## src/rtl/fir_pkg.sv

```systemverilog
// Shared types and helpers for the FIR tap window: sample width, window FSM
// states and the fill-counter width function.
package fir_pkg;

   localparam int DATA_W = 32;

   typedef enum logic [1:0] {
      EMPTY,
      FILL,
      STREAM
   } tap_win_state_t;

   // Width needed to hold the values 0..n inclusive.
   function automatic int cnt_w(input int n);
      return $clog2(n + 1);
   endfunction

endpackage

```

## src/rtl/tap_shift_reg.sv

```systemverilog
// Parallel-out delay line: q[0] is the newest sample and q[N-1] the oldest.
// The synchronous clear zeroes every tap.
module tap_shift_reg #(
   parameter int N = 8,
   parameter int W = 32
) (
   input  logic                clk,
   input  logic                rst,
   input  logic                clr,
   input  logic                shift_en,
   input  logic signed [W-1:0] d,
   output logic signed [W-1:0] q [0:N-1]
);

   logic signed [W-1:0] src [0:N-1];

   assign src[0] = d;

   for (genvar i = 0; i < N; i++) begin : g_tap
      if (i > 0) begin : g_src
         assign src[i] = q[i-1];
      end

      always_ff @(posedge clk) begin
         if (rst || clr) begin
            q[i] <= '0;
         end else if (shift_en) begin
            q[i] <= src[i];
         end
      end
   end

endmodule

```

## src/rtl/fir_tap_window.sv

```systemverilog
// Sliding N-tap sample window with valid/ready handshakes on both sides.
// Define FIR_TAP_WINDOW_PRIME_EN to present a window after every accept, not only once full.
module fir_tap_window
   import fir_pkg::*;
#(
   parameter int N = 8,
   parameter int W = DATA_W
) (
   input  logic                     clk,
   input  logic                     rst,
   input  logic                     flush,
   input  logic                     s_valid,
   output logic                     s_ready,
   input  logic signed [W-1:0]      s_data,
   output logic                     m_valid,
   input  logic                     m_ready,
   output logic signed [W-1:0]      m_taps [0:N-1],
   output logic [cnt_w(N)-1:0]      fill_count
);

   localparam int CW = cnt_w(N);
   localparam logic [CW-1:0] FULL = CW'(N);

`ifdef FIR_TAP_WINDOW_PRIME_EN
   localparam bit PRIME = 1'b1;
`else
   localparam bit PRIME = 1'b0;
`endif

   tap_win_state_t  state, state_nxt;
   logic [CW-1:0]   fill_nxt;
   logic            m_valid_nxt;
   logic            accept;

   // A pending window blocks the input until it is consumed, with no bubble.
   assign s_ready = (!m_valid || m_ready) && !flush;
   assign accept  = s_valid && s_ready && !flush;

   always_comb begin
      state_nxt   = state;
      fill_nxt    = fill_count;
      m_valid_nxt = m_valid;
      if (flush) begin
         state_nxt   = EMPTY;
         fill_nxt    = '0;
         m_valid_nxt = 1'b0;
      end else if (accept) begin
         if (fill_count != FULL) begin
            fill_nxt = fill_count + CW'(1);
         end
         unique case (state)
            EMPTY:   state_nxt = (fill_nxt == FULL) ? STREAM : FILL;
            FILL:    state_nxt = (fill_nxt == FULL) ? STREAM : FILL;
            STREAM:  state_nxt = STREAM;
            default: state_nxt = EMPTY;
         endcase
         m_valid_nxt = PRIME || (fill_nxt == FULL);
      end else if (m_valid && m_ready) begin
         m_valid_nxt = 1'b0;
      end
   end

   always_ff @(posedge clk) begin
      if (rst) begin
         state      <= EMPTY;
         fill_count <= '0;
         m_valid    <= 1'b0;
      end else begin
         state      <= state_nxt;
         fill_count <= fill_nxt;
         m_valid    <= m_valid_nxt;
      end
   end

   tap_shift_reg #(
      .N (N),
      .W (W)
   ) u_taps (
      .clk      (clk),
      .rst      (rst),
      .clr      (flush),
      .shift_en (accept),
      .d        (s_data),
      .q        (m_taps)
   );

endmodule

```

## config.mk

```make
export PLATFORM = sky130hd
export DESIGN_NAME = fir_tap_window
export DESIGN_NICKNAME = d
export VERILOG_FILES = /design/src/rtl/fir_pkg.sv /design/src/rtl/tap_shift_reg.sv /design/src/rtl/fir_tap_window.sv
export SDC_FILE = /design/constraint.sdc
export NUM_CORES = 1
export LEC_CHECK = 0
export ABC_AREA = 1
export CAP_MARGIN = 25
export CORE_ASPECT_RATIO = 1.75
export CORE_MARGIN = 3
export CORE_UTILIZATION = 46
export CTS_CLUSTER_SIZE = 24
export DETAILED_ROUTE_END_ITERATION = 8
export PLACE_DENSITY = 0.78
export SYNTH_ARGS = -nofsm -noshare
export SYNTH_HDL_FRONTEND = slang
export SYNTH_SLANG_ARGS = --single-unit
```

## constraint.sdc

```tcl
create_clock -name clk -period 1.45 [get_ports clk]
set_input_delay 0.3625 -clock clk [delete_from_list [all_inputs] [get_ports clk]]
set_output_delay 0.3625 -clock clk [all_outputs]
set_load 0.02 [all_outputs]
```

==> qor.csv, run 1 <==
stage,metric,value,unit
place,pre-CTS WS,-0.502,ns
route,Remaining DRCs,0,
cts,CTS Buffer Depth,3,
floorplanning,Rows,67,
place,"Cell Area, Placed",12600,sq um
finish,layout cells sized above 1,26.0,%
grt,vias in the first global route,7934,
setup_path,Crit path largest cell delay,0.33,ns
grt,grt total ovfl,0,
yosys,Mapped Area,9070,sq um
setup_path,worst r2r dst,u_taps.q[250],
finish,ANT cells,0,
cts,Clock transition at path regs,0.06,ns
power_and_ir_drop,Power Total,0.0141,W
min_path,Min-Delay Path Class,primary input to register,
finish,post-route cell area,12300,sq um
setup_path,WP data required,1.09,ns
route,via count,8467,
min_path,Hold Crit Start,m_ready,
power_and_ir_drop,Leak,4.92,nW
timing,Highest Clock Rate,695,MHz
timing,max-slew violations,0,
grt,antenna violations before repair,1,
cts,htree depth,1,
timing,Final Setup Violations,0,
route,initial drt markers,525,
power_and_ir_drop,pwr dens,1140,nW/um^2
yosys,Synth Area per Inst,7.85,sq um
place,post-DP HPWL,18.0,mm
timing,Worst Skew,0.0208,ns
power_and_ir_drop,sw frac,21.8,%
power_and_ir_drop,Worst VDD drop,1.01,mV
route,Routed WL,26.2,mm
setup_path,Worst R2R Path Depth,6,
floorplanning,Initial Util,47.0,%
min_path,"Endpoint, Worst Hold",m_valid,
setup_path,crit-path cells,"a21oi_2, buf_4",
yosys,post-synth net total,1195,
power_and_ir_drop,clock share of power,43.4,%
timing,post-layout min period,1.44,ns
setup_path,r2r setup slk,0.09,ns
min_path,WHS Path Cells,4,
power_and_ir_drop,sequential power share,51.3,%
yosys,sequential area share after synthesis,57.6,%
route,Via density,4.94,
power_and_ir_drop,Comb power frac,5.4,%
timing,Slew @ Worst Pin,0.243,ns
setup_path,Crit Path Category,register to primary output,
timing,Final Hold Vio Count,0,
route,DR WL/cell,15.3,microns
setup_path,Worst Path Arrival,1.08,ns
setup_path,Worst setup EP type,primary output,
cts,clock sink count,261,
yosys,Syn Inst Count,1156,
grt,Total GRT Usage,22.6,%
place,RePlAce Congestion,0.804,
floorplanning,I/O pins,299,
setup_path,worst r2r src,m_valid,
yosys,synthesis warning total,0,
timing,fin worst setup slack,0.0104,ns
yosys,post-synthesis cell type count,18,
yosys,synthesis-stage register bit count,261,
cts,CTS Buf Count,23,
cts,clk_lat worst skew,0.51,ns
run,total of max-cap violations,0,
route,drt pass-1 iters,5,
cts,CTS root buf,clkbuf_16,
floorplanning,Core Area,19300,sq um
finish,fill count,1800,
outcome,status,"finished, final reports clean",
grt,global-route wire length before repair,40.7,mm
power_and_ir_drop,NetSw,0.00306,W
grt,largest net degree at the start of global routing,50,
cts,Post-CTS Hold Fix Bufs,0,
finish,area grow syn2layout,35.7,%
place,IO buf count,298,
setup_path,crit path launch type,register,
timing,RSZ-0062 raised after global routing,true,
setup_path,crit path max-delay cell type,dfxtp_2,
setup_path,crit-path max FO,3,
finish,nets,1496,
timing,crit share post-route,99.3,%
route,Antenna Nets Post-Route,0,
floorplanning,Die W,112,microns
floorplanning,die area,21500,sq um
floorplanning,die height,192,microns
timing,max_slew headroom,83.8,%
cts,TritonCTS clock tree,yes,
power_and_ir_drop,Internal Pwr Total,0.0110,W
-- cells in the mapped netlist (all sizes together) --
cell type / instances / area, sq um
ha: 2 / 25.0
clkbuf: 19 / 71.3
nand2: 520 / 1950
nand3: 5 / 30.0
dfxtp: 261 / 5230
o21ai: 2 / 10.0
o21a: 1 / 7.51
buf: 66 / 363
nor2: 5 / 18.8
nand4: 2 / 12.5
inv: 11 / 41.3
a21oi: 262 / 1320
-- how the worst max path moves through the flow --
stage	endpoint	startpoint	slack, ns	depth (start not counted)
3_5_place_dp	s_ready	m_ready	-0.50	4
6_report	s_ready	m_valid	0.01	2
3_3_place_gp	s_ready	m_ready	-0.52	4
4_1_cts	s_ready	m_ready	-0.04	4
5_1_grt	s_ready	m_valid	-0.02	2
2_1_floorplan	m_valid	fill_count[0]	0.15	7
-- per-stage QoR --
step,util [%],hold WS (ns),std cells,TNS (ns)
after CTS,62.6,0.384,1711,-0.0427
after global routing,63.8,0.274,1714,-0.0463
after global placement,65.2,0.450,1670,-94.74
after floorplan,-,0.506,1156,0
final,63.8,0.259,1714,0
after detailed placement,65.2,0.457,1670,-100.37
-- timing repair --
item                       in CTS  in global routing
pin swaps                       0                  1
cloned                          0                  2
setup endpoints to repair     262                126
resized for setup            1095                102
setup buffers                   0                  1
hold endpoints to repair        0                  0
-- area by class of cell --
class | instances | area, sq um | share of cell area [%]
clock buffer | 35 | 701 | 5.69
timing repair buffer | 360 | 2540 | 20.7
multi-input combinational | 799 | 3380 | 27.5
inverter | 11 | 61.3 | 0.498
tap | 241 | 302 | 2.45
clock inverter | 6 | 62.6 | 0.508
sequential | 261 | 5240 | 42.6
timing repair inverter | 1 | 8.76 | 0.0712
-- worst max-delay path: cells and delay by family (launching register included) --
kind                   cells  cell delay, ns
flip-flops                 1            0.33
AO/OA/AOI/OAI              1            0.11
buffers and inverters      1            0.15
-- sequential cells by signal, summed over array words and instances, names as in the netlist --
name / cells
u_taps.q: 256
fill_count: 4
m_valid: 1
-- power groups by stage --
stage                     clock, W  combinational, W  sequential, W
after floorplan                  0          0.000379        0.00740
after global placement           0          0.000742        0.00737
after detailed placement         0          0.000748        0.00737
after CTS                  0.00624          0.000728        0.00721
after global routing       0.00650          0.000816        0.00721
final                      0.00610          0.000755        0.00721
-- cell usage in the layout (no fill, tap or decap), types with 2 or more instances in the layout --
cell type / count
buf_8: 2
o21ai_0: 2
buf_4: 120
dfxtp_2: 14
nand4_1: 2
nor2_1: 5
inv_1: 8
clkbuf_16: 24
nand2_1: 520
clkbuf_8: 8
dfxtp_1: 247
buf_12: 13
inv_6: 2
a21oi_1: 260
a21oi_2: 2
nand3_1: 4
buf_2: 186
clkdlybuf4s50_1: 35
clkbuf_1: 4
clkinv_2: 3
-- per-layer routing --
layer  track usage (%)  vias to the layer above  wire (microns)
li1                  -                     4308               -
met1              26.5                     3834           10200
met2              38.4                      253           12800
met3              5.42                       70            1700
met4              11.5                        2            1490
met5                 0                        -              13
-- cell families (layout without fill, tap and decap cells) --
family	count (synthesis)	count (layout)	share of synthesized area (%)
adders and majority gates	2	2	0.276
buffers and inverters	96	413	5.24
DFF	261	261	57.6
and+or+nand+nor	532	532	22.2
AOI/OAI and AO/OA	265	265	14.7
Power figures use the tool's default switching activity.
==> run 2: changes to the inputs <==
--- a/config.mk
+++ b/config.mk
@@ -6,7 +6,7 @@
 export NUM_CORES = 1
 export LEC_CHECK = 0
 export ABC_AREA = 1
-export CAP_MARGIN = 25
+export CAP_MARGIN = 0
 export CORE_ASPECT_RATIO = 1.75
 export CORE_MARGIN = 3
 export CORE_UTILIZATION = 46
==> results of run 2 <==
No change in the layout: final DEF, timing and power equal those of run 1.
